## config.mk

```make
export PLATFORM = sky130hd
export DESIGN_NAME = box_motion_unit
export DESIGN_NICKNAME = d
export VERILOG_FILES = /design/src/rtl/box_pkg.sv /design/src/rtl/box_axis_stepper.sv /design/src/rtl/box_motion_unit.sv
export SDC_FILE = /design/constraint.sdc
export NUM_CORES = 1
export LEC_CHECK = 0
export ABC_AREA = 0
export CORE_UTILIZATION = 57
export CTS_CLUSTER_DIAMETER = 50
export CTS_CLUSTER_SIZE = 28
export DETAILED_ROUTE_END_ITERATION = 10
export DONT_BUFFER_PORTS = 1
export PLACE_DENSITY = 0.75
export SLEW_MARGIN = 5
export SYNTH_ARGS = -nofsm -noshare
export SYNTH_HDL_FRONTEND = slang
export SYNTH_SLANG_ARGS = --single-unit
```

## constraint.sdc

```tcl
create_clock -name clk -period 3.5 [get_ports clk]
set_clock_uncertainty 0.15 [all_clocks]
set_input_delay 0.35 -clock clk [delete_from_list [all_inputs] [get_ports clk]]
set_output_delay 0.35 -clock clk [all_outputs]
set_load 0.1 [all_outputs]
```

## src/rtl/box_pkg.sv

```systemverilog
// box_pkg
// Shared types and constants for the box motion engine.
//   move_t   : per-axis move request (negative, positive, stop)
//   mode_t   : manual (clamp) or autonomous bounce
//   state_t  : update sequencer states
//   colour_t : one 4-bit colour channel
//   rgb_t    : packed colour triple, plus the colour the box starts with
//   decode_move : maps the 2-bit keyboard move code onto move_t
package box_pkg;

    typedef enum logic [1:0] {
        MOVE_NEG  = 2'd0,
        MOVE_POS  = 2'd1,
        MOVE_STOP = 2'd2
    } move_t;

    typedef enum logic {
        MODE_MANUAL = 1'b0,
        MODE_BOUNCE = 1'b1
    } mode_t;

    typedef enum logic [1:0] {
        IDLE   = 2'd0,
        CALC   = 2'd1,
        COMMIT = 2'd2
    } state_t;

    typedef logic [3:0] colour_t;

    typedef struct packed {
        colour_t r;
        colour_t g;
        colour_t b;
    } rgb_t;

    localparam rgb_t RESET_COLOUR = '{r: 4'hF, g: 4'h0, b: 4'h0};

    // Codes 2 and 3 both mean stop, so only bit 1 is needed to detect them.
    function automatic move_t decode_move(input logic [1:0] code);
        if (code[1]) begin
            return MOVE_STOP;
        end
        return code[0] ? MOVE_POS : MOVE_NEG;
    endfunction

endpackage

```

## src/rtl/box_axis_stepper.sv

```systemverilog
// box_axis_stepper
// Purely combinational single-axis position stepper.
//   pos      in  POS_W : current position of the box on this axis
//   dir      in  move_t: requested movement direction (or stop)
//   step     in  POS_W : pixels to move this frame (already saturated)
//   limit    in  POS_W : largest legal position on this axis
//   next_pos out POS_W : position after the step, clamped into [0, limit]
//   axis_hit out 1     : the step ran into an edge (and actually moved)
//   next_dir out move_t: direction reversed on a hit, otherwise unchanged
module box_axis_stepper
    import box_pkg::*;
#(
    parameter int POS_W = 10
) (
    input  logic [POS_W-1:0] pos,
    input  move_t            dir,
    input  logic [POS_W-1:0] step,
    input  logic [POS_W-1:0] limit,
    output logic [POS_W-1:0] next_pos,
    output logic             axis_hit,
    output move_t            next_dir
);

    // One extra bit so pos+step can never wrap before the clamp compare.
    logic [POS_W:0] pos_ext;
    logic [POS_W:0] step_ext;
    logic [POS_W:0] limit_ext;
    logic [POS_W:0] sum_ext;
    logic [POS_W:0] diff_ext;

    assign pos_ext   = {1'b0, pos};
    assign step_ext  = {1'b0, step};
    assign limit_ext = {1'b0, limit};
    assign sum_ext   = pos_ext + step_ext;
    assign diff_ext  = pos_ext - step_ext;

    always_comb begin
        next_pos = pos;
        case (dir)
            MOVE_NEG: begin
                if (pos_ext < step_ext) begin
                    next_pos = '0;
                end else begin
                    next_pos = diff_ext[POS_W-1:0];
                end
            end
            MOVE_POS: begin
                if (sum_ext >= limit_ext) begin
                    next_pos = limit;
                end else begin
                    next_pos = sum_ext[POS_W-1:0];
                end
            end
            default: next_pos = pos;
        endcase
    end

    // Resting against an edge while still pushing into it is not a collision.
    assign axis_hit = ((next_pos == '0) || (next_pos == limit)) && (next_pos != pos);

    always_comb begin
        next_dir = dir;
        if (axis_hit) begin
            next_dir = (dir == MOVE_POS) ? MOVE_NEG : MOVE_POS;
        end
    end

endmodule

```

## src/rtl/box_motion_unit.sv

```systemverilog
// box_motion_unit
// Frame-rate motion engine for the on-screen box. One position update runs
// per rising edge of vsync: IDLE latches the controls, CALC evaluates both
// axes, COMMIT applies the new position, colour and collision count.
//   clk, rst_n            : system clock, synchronous active-low reset
//   vsync                 : frame sync (same clock domain)
//   mode                  : 0 = manual clamp, 1 = bounce
//   move_x, move_y        : 0 = negative, 1 = positive, 2/3 = stop (manual only)
//   speed                 : pixels per frame, saturated to STEP_MAX
//   box_x, box_y          : top-left corner of the box
//   box_size              : constant BOX_SIZE
//   red, green, blue      : box colour, rotated on every collision
//   hit                   : one-cycle pulse when a collision is committed
//   hit_count             : wrapping collision counter
//   busy                  : high while an update is in flight
module box_motion_unit
    import box_pkg::*;
#(
    parameter int RES_WIDTH  = 640,
    parameter int RES_HEIGHT = 480,
    parameter int BOX_SIZE   = 40,
    parameter int POS_W      = 10,
    parameter int STEP_MAX   = 8,
    parameter int SPEED_W    = 4
) (
    input  logic               clk,
    input  logic               rst_n,
    input  logic               vsync,
    input  logic               mode,
    input  logic [1:0]         move_x,
    input  logic [1:0]         move_y,
    input  logic [SPEED_W-1:0] speed,
    output logic [POS_W-1:0]   box_x,
    output logic [POS_W-1:0]   box_y,
    output logic [POS_W-1:0]   box_size,
    output logic [3:0]         red,
    output logic [3:0]         green,
    output logic [3:0]         blue,
    output logic               hit,
    output logic [7:0]         hit_count,
    output logic               busy
);

    localparam logic [POS_W-1:0] X_MAX      = POS_W'(RES_WIDTH - BOX_SIZE);
    localparam logic [POS_W-1:0] Y_MAX      = POS_W'(RES_HEIGHT - BOX_SIZE);
    localparam logic [POS_W-1:0] STEP_LIMIT = POS_W'(STEP_MAX);

    // ------------------------------------------------------------------
    // Frame tick: first cycle of vsync high
    // ------------------------------------------------------------------
    logic vsync_d_reg;
    logic tick;

    assign tick = vsync & ~vsync_d_reg;

    // ------------------------------------------------------------------
    // Shared control state
    // ------------------------------------------------------------------
    state_t           state_reg;
    mode_t            mode_lat_reg;
    logic [POS_W-1:0] step_reg;
    logic             busy_reg;
    logic             hit_reg;
    logic [7:0]       hit_count_reg;
    rgb_t             colour_reg;

    logic [31:0]      speed_wide;
    logic [POS_W-1:0] step_sat;

    logic [1:0][1:0]       move_code;
    logic [1:0][POS_W-1:0] pos_vec;
    logic [1:0]            axis_hit_vec;

    assign move_code = {move_y, move_x};

    // Compare at 32 bits so STEP_MAX may be wider or narrower than speed.
    assign speed_wide = 32'(speed);
    assign step_sat   = (speed_wide > 32'(STEP_MAX)) ? STEP_LIMIT : speed_wide[POS_W-1:0];

    // ------------------------------------------------------------------
    // Per-axis datapath: index 0 is x, index 1 is y
    // ------------------------------------------------------------------
    genvar gi;
    generate
        for (gi = 0; gi < 2; gi++) begin : g_axis
            localparam logic [POS_W-1:0] LIMIT     = (gi == 0) ? X_MAX : Y_MAX;
            localparam logic [POS_W-1:0] RESET_POS = LIMIT >> 1;

            logic [POS_W-1:0] pos_reg;
            logic [POS_W-1:0] next_pos_reg;
            logic             axis_hit_reg;
            logic             dir_reg;       // 1 = positive (right/down)
            logic             next_dir_reg;
            move_t            move_lat_reg;

            move_t            move_eff;
            logic [POS_W-1:0] step_next_pos;
            logic             step_hit;
            move_t            step_next_dir;

            // Bounce mode ignores the keyboard and follows the direction register.
            always_comb begin
                move_eff = move_lat_reg;
                if (mode_lat_reg == MODE_BOUNCE) begin
                    move_eff = dir_reg ? MOVE_POS : MOVE_NEG;
                end
            end

            box_axis_stepper #(
                .POS_W(POS_W)
            ) u_stepper (
                .pos      (pos_reg),
                .dir      (move_eff),
                .step     (step_reg),
                .limit    (LIMIT),
                .next_pos (step_next_pos),
                .axis_hit (step_hit),
                .next_dir (step_next_dir)
            );

            always_ff @(posedge clk) begin
                if (!rst_n) begin
                    pos_reg      <= RESET_POS;
                    next_pos_reg <= RESET_POS;
                    axis_hit_reg <= 1'b0;
                    dir_reg      <= 1'b1;
                    next_dir_reg <= 1'b1;
                    move_lat_reg <= MOVE_STOP;
                end else begin
                    case (state_reg)
                        IDLE: begin
                            if (tick) begin
                                move_lat_reg <= decode_move(move_code[gi]);
                            end
                        end
                        CALC: begin
                            next_pos_reg <= step_next_pos;
                            axis_hit_reg <= step_hit;
                            next_dir_reg <= (step_next_dir == MOVE_POS);
                        end
                        COMMIT: begin
                            pos_reg <= next_pos_reg;
                            // Manual mode leaves the bounce heading untouched.
                            if (mode_lat_reg == MODE_BOUNCE) begin
                                dir_reg <= next_dir_reg;
                            end
                        end
                        default: ;
                    endcase
                end
            end

            assign pos_vec[gi]      = pos_reg;
            assign axis_hit_vec[gi] = axis_hit_reg;
        end
    endgenerate

    // ------------------------------------------------------------------
    // Sequencer, colour and collision counter
    // ------------------------------------------------------------------
    always_ff @(posedge clk) begin
        if (!rst_n) begin
            vsync_d_reg   <= 1'b0;
            state_reg     <= IDLE;
            mode_lat_reg  <= MODE_MANUAL;
            step_reg      <= '0;
            busy_reg      <= 1'b0;
            hit_reg       <= 1'b0;
            hit_count_reg <= 8'd0;
            colour_reg    <= RESET_COLOUR;
        end else begin
            vsync_d_reg <= vsync;
            hit_reg     <= 1'b0;
            case (state_reg)
                IDLE: begin
                    if (tick) begin
                        mode_lat_reg <= mode ? MODE_BOUNCE : MODE_MANUAL;
                        step_reg     <= step_sat;
                        busy_reg     <= 1'b1;
                        state_reg    <= CALC;
                    end
                end
                CALC: begin
                    state_reg <= COMMIT;
                end
                COMMIT: begin
                    busy_reg  <= 1'b0;
                    state_reg <= IDLE;
                    // A corner hit is still a single collision.
                    if (|axis_hit_vec) begin
                        hit_reg       <= 1'b1;
                        hit_count_reg <= hit_count_reg + 8'd1;
                        colour_reg    <= '{r: colour_reg.g, g: colour_reg.b, b: colour_reg.r};
                    end
                end
                default: begin
                    state_reg <= IDLE;
                    busy_reg  <= 1'b0;
                end
            endcase
        end
    end

    assign box_x     = pos_vec[0];
    assign box_y     = pos_vec[1];
    assign box_size  = POS_W'(BOX_SIZE);
    assign red       = colour_reg.r;
    assign green     = colour_reg.g;
    assign blue      = colour_reg.b;
    assign hit       = hit_reg;
    assign hit_count = hit_count_reg;
    assign busy      = busy_reg;

endmodule

```

==> results.md, run 1 <==
- Final Hold Fails: 0
- Accumulated negative setup slack: -334 ps
- Power consumption: 2.44 mW
- Number of global-route vias before repair: 6,253
- CTS Root Buffer Type: clkbuf_8
- Run status: complete, but fails checks
- Unrepaired setup endpoints after global routing: yes
- Synth-to-Final Area Change: 35.4%
- Part of the Yosys area used for sequential elements: 0.279
- Count of different cell masters after synthesis: 81
- Worst Setup EP: g_axis[0].next_dir_reg
- Clock latency reported for the late side of the worst-skew pair: 360 ps
- Overall Global Routing Usage: 0.397
- Post-route minimum period: 3640 ps
- Most numerous cell types in the synthesized netlist: 138 x nand2_1, 80 x dfxtp_1, 45 x nand3_1, 41 x clkbuf_1, 38 x nor2_1
- Final worst-path cycle share: 1.04
- Share of flip-flops with an asynchronous set or reset after synthesis: 0
- Diode insertion count for antenna repair: 0
- Inserted Clock Buffers: 9
- Fraction of final layout cells with drive strength greater than 1: 0.319
- Critical path required time: 3570 ps
- Wire length of the first global-routing pass: 31.9 mm
- Worst min-delay path class: in -> reg
- Cell type contributing the most total cell area after synthesis: dfxtp_1
- Maximum count of clock buffers along a single path: 2
- Startpoint of the worst hold path: rst_n
- Initial core utilization: 0.586
- Via total after detailed routing: 6,490
- Achievable clock frequency: 275 MHz
- WS Path Type: reg -> reg
- HPWL after detailed placement: 14.2 mm
- Failing checks: setup timing
- Worst setup path start: step_reg[3]
- Worst hold slack across all endpoints: 14.3 ps
- R2R Path End: g_axis[0].next_dir_reg
- PnR worst setup slack: -138 ps
- Critical path capture point type: register
- Instance area after placement: 0.00692 mm²
- Max-cap viol count: 0
- Minimum setup slack after placement: -285 ps
- Core box area: 0.00977 mm²
- R2R depth: 15
- Ys Warns: 0
- Max-slew violation count: 0
- Dominant cells by area after synthesis: dfxtp_1 28%, nand2_1 9.0%, a21boi_0 3.9%
- Fill cell total of the finished layout: 686
- Cell with the most instances after synthesis: nand2_1
- Final Net Count: 928
- CP max FO: 11
- Die Y-Extent: 102 µm
- Wire length after detailed routing: 20.3 mm
- Post-DRT Antenna Nets: 0
- Average detailed-routed wire length per instance: 19.7 µm
- Clock transition at the register clock pins on the worst setup and hold paths after CTS: 100 ps
- Leak Pwr: 3.17 nW
- Proportion of netlist area held by the largest area contributor: 0.279
- I/O Buffers: 0
- Average via count per standard cell: 6.28
- Max VDD drop: 0.000380 V
- Total area of multi-input combinational cells: 0.00426 mm²
- Die area: 0.0105 mm²
- Total setup violations reported at the end of the flow: 4
- Synth Register Bits: 80
- Maximum number of pins on one net before global-route repair: 77
- Prevailing post-synth register cell: dfxtp_1
- TritonCTS clock tree: built
- Initial antenna violation count: 0
- FF+latch area: 0.00165 mm²
- Num ports: 64
- H-tree levels: 3
- Flip-flop count of the largest register after layout: 20
- Cell area after technology mapping: 0.00573 mm²
- Number of DRC violations after detailed routing: 0
- Gate count of the mapped netlist: 758
- Worst max-slew margin expressed relative to the limit: 0.210
- GRT Residual Overflow: 0
- Endpoint arrival time on the critical path: 3710 ps
- Std-Cell Rows: 36
- Startpoint of the lowest-slack register-to-register path: step_reg[3]
- Ratio of total power to cell area: 314 mW/mm²
- Slew of the pin with the lowest slew margin: 1180 ps
- Syn avg cell area: 7.56 µm²
- Register-to-register path setup slack: -140 ps
- Number of flops mapped to enable cells by yosys: 0
- Clk sink count: 80
- Violation count after the first detailed-route iteration: 696
- Final instance area: 0.00776 mm²
- Length of the first detailed-routing pass in iterations: 6
- Launching element type of the critical path: register
- Width of the die: 102 µm
- Routability Congestion: 1.06
-- critical path, cell delays in order (launching register included) --
cell and delay [ps]:
dfxtp_2 340, buf_4 130, ha_1 180, buf_4 180, nand2b_2 220, o21a_4 160, o32ai_4 300, a2111oi_4 130
o211ai_4 380, a221oi_4 140, buf_4 180, nor4_2 260, a21oi_2 100, a2111oi_4 370, xnor2_1 190, o211ai_2 90
-- power breakdown --
group	total [mW]	internal [mW]	switching [mW]
sequential	0.970	0.934	0.0356
combinational	0.747	0.300	0.447
clock	0.720	0.339	0.381
-- placed cells by master (no fill, tap or decap), types with 16 or more instances in the layout --
cell type  count
buf_4        166
nand2_1      138
dfxtp_1       61
nand3_1       44
nor2_1        35
a21boi_0      30
a21oi_1       29
o21ai_0       27
inv_1         22
o211ai_1      20
xnor2_1       18
and2_1        16
-- through the flow --
step | utilization | instances
after floorplan | - | 766
after global placement | 0.708 | 989
after detailed placement | 0.708 | 989
after CTS | 0.776 | 1025
after global routing | 0.794 | 1033
final | 0.794 | 1033
-- layout make-up --
| cell class | instances | share of cell area |
|---|---|---|
| inverter | 25 | 0.0121 |
| tap | 133 | 0.0215 |
| sequential | 80 | 0.212 |
| multi-input combinational | 602 | 0.549 |
| timing repair buffer | 177 | 0.179 |
| clock inverter | 7 | 0.0102 |
| clock buffer | 9 | 0.0160 |
-- what timing repair did --
| item | CTS | global route |
|---|---|---|
| hold buffers | 5 | 0 |
| setup endpoints to repair | 4 | 4 |
| hold endpoints to repair | 77 | 0 |
| pin swaps | 31 | 17 |
| resized for setup | 48 | 25 |
| buffers inserted | 15 | 8 |
-- kinds of logic (layout without fill, tap and decap cells) --
group	after synthesis	after routing	share of synthesized area
AOI/OAI and AO/OA	211	211	0.276
xor gates and xnor gates	22	22	0.0336
adders and majority gates	21	21	0.0511
buffers and inverters	84	218	0.0629
DFF	80	80	0.279
muxes	8	8	0.0148
other	2	10	0.00131
and+or+nand+nor	330	330	0.281
-- metal layers --
layer	GRT usage	wire, µm	vias to the layer above
li1	-	-	2975
met1	0.530	8610	3046
met2	0.624	9140	400
met3	0.0999	2000	69
met4	0.140	597	0
met5	0	0	-
-- worst min-delay path by stage --
| stage | to | depth (start not counted) |
|---|---|---|
| after floorplan | box_x[7] | 2 |
| final | g_axis[1].next_pos_reg[9] | 1 |
| after CTS | g_axis[1].next_pos_reg[9] | 1 |
| after detailed placement | g_axis[1].next_pos_reg[2] | 1 |
| after global routing | g_axis[0].move_lat_reg[1] | 2 |
| after global placement | g_axis[0].next_dir_reg | 1 |
Power figures use the tool's default switching activity.
==> run 2, diff against run 1 <==
--- a/config.mk
+++ b/config.mk
@@ -6,6 +6,7 @@
 export NUM_CORES = 1
 export LEC_CHECK = 0
 export ABC_AREA = 0
+export CORE_MARGIN = 2
 export CORE_UTILIZATION = 57
 export CTS_CLUSTER_DIAMETER = 50
 export CTS_CLUSTER_SIZE = 28
==> run 2 against run 1 <==
Net effect:
- the run still ends with setup timing left
- worst setup slack got worse by 64 ps
- sequential share of layout area decreased by 0.28 points
- clock-buffer cell count unchanged
- core utilization is 0.95 points higher
- routed wire length down 1.8%
- total power up 4.2%
- highest routed layer unchanged
==> results.md, run 2 (synthesis gave the netlist of run 1 again) <==
- Final worst-path cycle share: 1.06 (+0.0182)
- Core Util, Final: 0.803 (+0.00947)
- Std-Cell Rows: 36 (unchanged)
- Synth-to-Final Area Change: 37.0%
- Critical path capture point type: register
- Slowest stage cell on the critical path: fa_2
- Achievable clock frequency: 270 MHz (-1.7%)
- GRT Residual Overflow: 0 (unchanged)
- TritonCTS clock tree: built
- Worst path depth: 19 (+4)
- Ratio of total power to cell area: 323 mW/mm² (+3.0%)
- Met1 global-route usage: 0.495 (-0.0346)
- Commonest cells after routing, fill and taps aside: 148 x buf_4, 135 x nand2_1, 61 x dfxtp_1
- Flip-flop count of the largest register after layout: 20 (unchanged)
- CP max FO: 5 (-6)
- Die Y-Extent: 104 µm (+2.0%)
- Failing checks: setup timing
- Worst min-delay path class: in -> reg
- WS Path Type: reg -> reg
- Diode insertion count for antenna repair: 0 (unchanged)
- Clock latency reported for the late side of the worst-skew pair: 370 ps (about the same)
- Worst Setup EP: g_axis[1].next_dir_reg
- Average via count per standard cell: 6.25 (-0.60%)
- Worst setup path start: step_reg[0]
- Average detailed-routed wire length per instance: 19.5 µm (-0.91%)
- Met3 Use GR: 0.0783 (-0.0215)
- Filler-free cell count of the finished design: 1,024 (-0.87%)
- Initial antenna violation count: 1 (+1)
- Final instance area: 0.00785 mm² (+1.2%)
- Wire length of the first global-routing pass: 30.9 mm (-3.3%)
- Num ports: 64 (unchanged)
- Max-cap viol count: 0 (unchanged)
- Maximum count of clock buffers along a single path: 2 (unchanged)
- Clock transition at the register clock pins on the worst setup and hold paths after CTS: 90 ps (about the same)
- Inserted Clock Buffers: 9 (unchanged)
- Max VDD drop: 0.000494 V (+30%)
- Wire length after detailed routing: 20.0 mm (-1.8%)
- Final Net Count: 919 (-0.97%)
- Clk sink count: 80 (unchanged)
- Critical path required time: 3650 ps (+80 ps)
- Violation count after the first detailed-route iteration: 725 (+4.2%)
- Post-route minimum period: 3700 ps (+63.7 ps)
- Post-DRT Antenna Nets: 0 (unchanged)
- R2R Path End: g_axis[1].next_dir_reg
- Commonest non-fill, non-tap cell in the layout: buf_4
- Startpoint of the worst hold path: speed[2]
- Routing layer with the top usage in global route: met2
- Number of global-route vias before repair: 6,057 (-3.1%)
- PnR worst setup slack: -201 ps (-63.7 ps)
- I/O Buffers: 0 (unchanged)
- Routability Congestion: 1.02 (-3.3%)
- Launching element type of the critical path: register
- Endpoint arrival time on the critical path: 3860 ps (+150 ps)
- Maximum number of pins on one net before global-route repair: 76 (-1.3%)
- R2R depth: 19 (+4)
- Critical Path Most Common Cell: buf_6
- Instance area after placement: 0.00687 mm² (-0.72%)
- Length of the first detailed-routing pass in iterations: 5 (-1)
- H-tree levels: 3 (unchanged)
- Final Hold Fails: 0 (unchanged)
- Run status: complete, but fails checks
- Cells on Worst Hold Path: 2 (+1)
- Number of DRC violations after detailed routing: 0 (unchanged)
- Total setup violations reported at the end of the flow: 4 (unchanged)
- Cell Chain, Critical Path: buf_4, buf_6, buf_6, ha_4, inv_2, fa_2, o21ba_4, o21ai_2, buf_6, or2_4, mux2i_4, buf_6, and4_1, o21bai_1, o211ai_1, nor4_2, o2111ai_2, a211oi_1, nand4b_1
- Number of buffers and inverters on the critical path: 6 (+3)
- Core box area: 0.00977 mm² (unchanged)
- Slew of the pin with the lowest slew margin: 1160 ps (-16.8 ps)
- Die area: 0.0109 mm² (+4.0%)
- Initial core utilization: 0.586 (unchanged)
- Fraction of final layout cells with drive strength greater than 1: 0.332 (+0.0133)
- CTS Root Buffer Type: clkbuf_8
- Cell class contributing the biggest share of worst-path delay: compound AO/OA/AOI/OAI gates
- Register-to-register path setup slack: -200 ps (-60 ps)
- GRT met2 Usage: 0.543 (-0.0807)
- Unrepaired setup endpoints after global routing: yes
- Via total after detailed routing: 6,395 (-1.5%)
- Max-slew violation count: 0 (unchanged)
- Worst max-slew margin expressed relative to the limit: 0.221 (+0.0112)
- Startpoint of the lowest-slack register-to-register path: step_reg[0]
- Overall Global Routing Usage: 0.351 (-0.0464)
- Largest stage delay on the critical path: 360 ps (-20 ps)
- Width of the die: 104 µm (+2.0%)
- Accumulated negative setup slack: -541 ps (-207 ps)
- HPWL after detailed placement: 13.8 mm (-2.6%)
- Number of placed instances, taps included: 979 (-1.0%)
- Leak Pwr: 3.19 nW (+0.73%)
- Power consumption: 2.54 mW (+4.2%)
run 2: area by class of cell:
| type | count | area, µm² |
|---|---|---|
| inverters | 25 | 96.3 |
| fillers | 644 | 1920 |
| repair buffers | 167 | 1350 |
| well taps | 133 | 166 |
| multi-input cells | 603 | 4360 |
| clock inverters | 7 | 111 |
| flip-flops and latches | 80 | 1650 |
| clock buffers | 9 | 124 |
run 2: repair_timing:
item                                    CTS  global route
endpoints found under the setup margin    4             4
hold buffers                              6             1
endpoints found under the hold margin    75             2
pin swaps                                27            23
resized for setup                        49            52
gates cloned                              1             0
setup buffers                            12             9
run 2: how the worst min path moves through the flow:
stage / end / slack (ps)
4_1_cts: step_reg[0] / 0.04
6_report: step_reg[2] / 7
5_1_grt: step_reg[2] / 20
3_3_place_gp: g_axis[0].next_dir_reg / 270
2_1_floorplan: box_x[7] / 280
3_5_place_dp: g_axis[1].next_pos_reg[2] / 280
run 2: where the power goes:
part           total (mW)  switching [mW]  internal (mW)
Sequential          0.972          0.0366          0.935
Clock               0.817           0.398          0.419
Combinational       0.750           0.444          0.306
run 2: per-layer routing:
metal,share of wire,vias up
met2,0.46,345
met4,0.014,0
li1,-,2953
met5,0,-
met3,0.094,27
met1,0.43,3070
run 2: through the flow:
stage / hold slack (ps) / worst slack, ps
after floorplan: 278 / -32.0
after global placement: 272 / -92.3
after detailed placement: 279 / -198
after CTS: 0.0430 / -74.4
after global routing: 17.8 / -369
final: 7.35 / -201
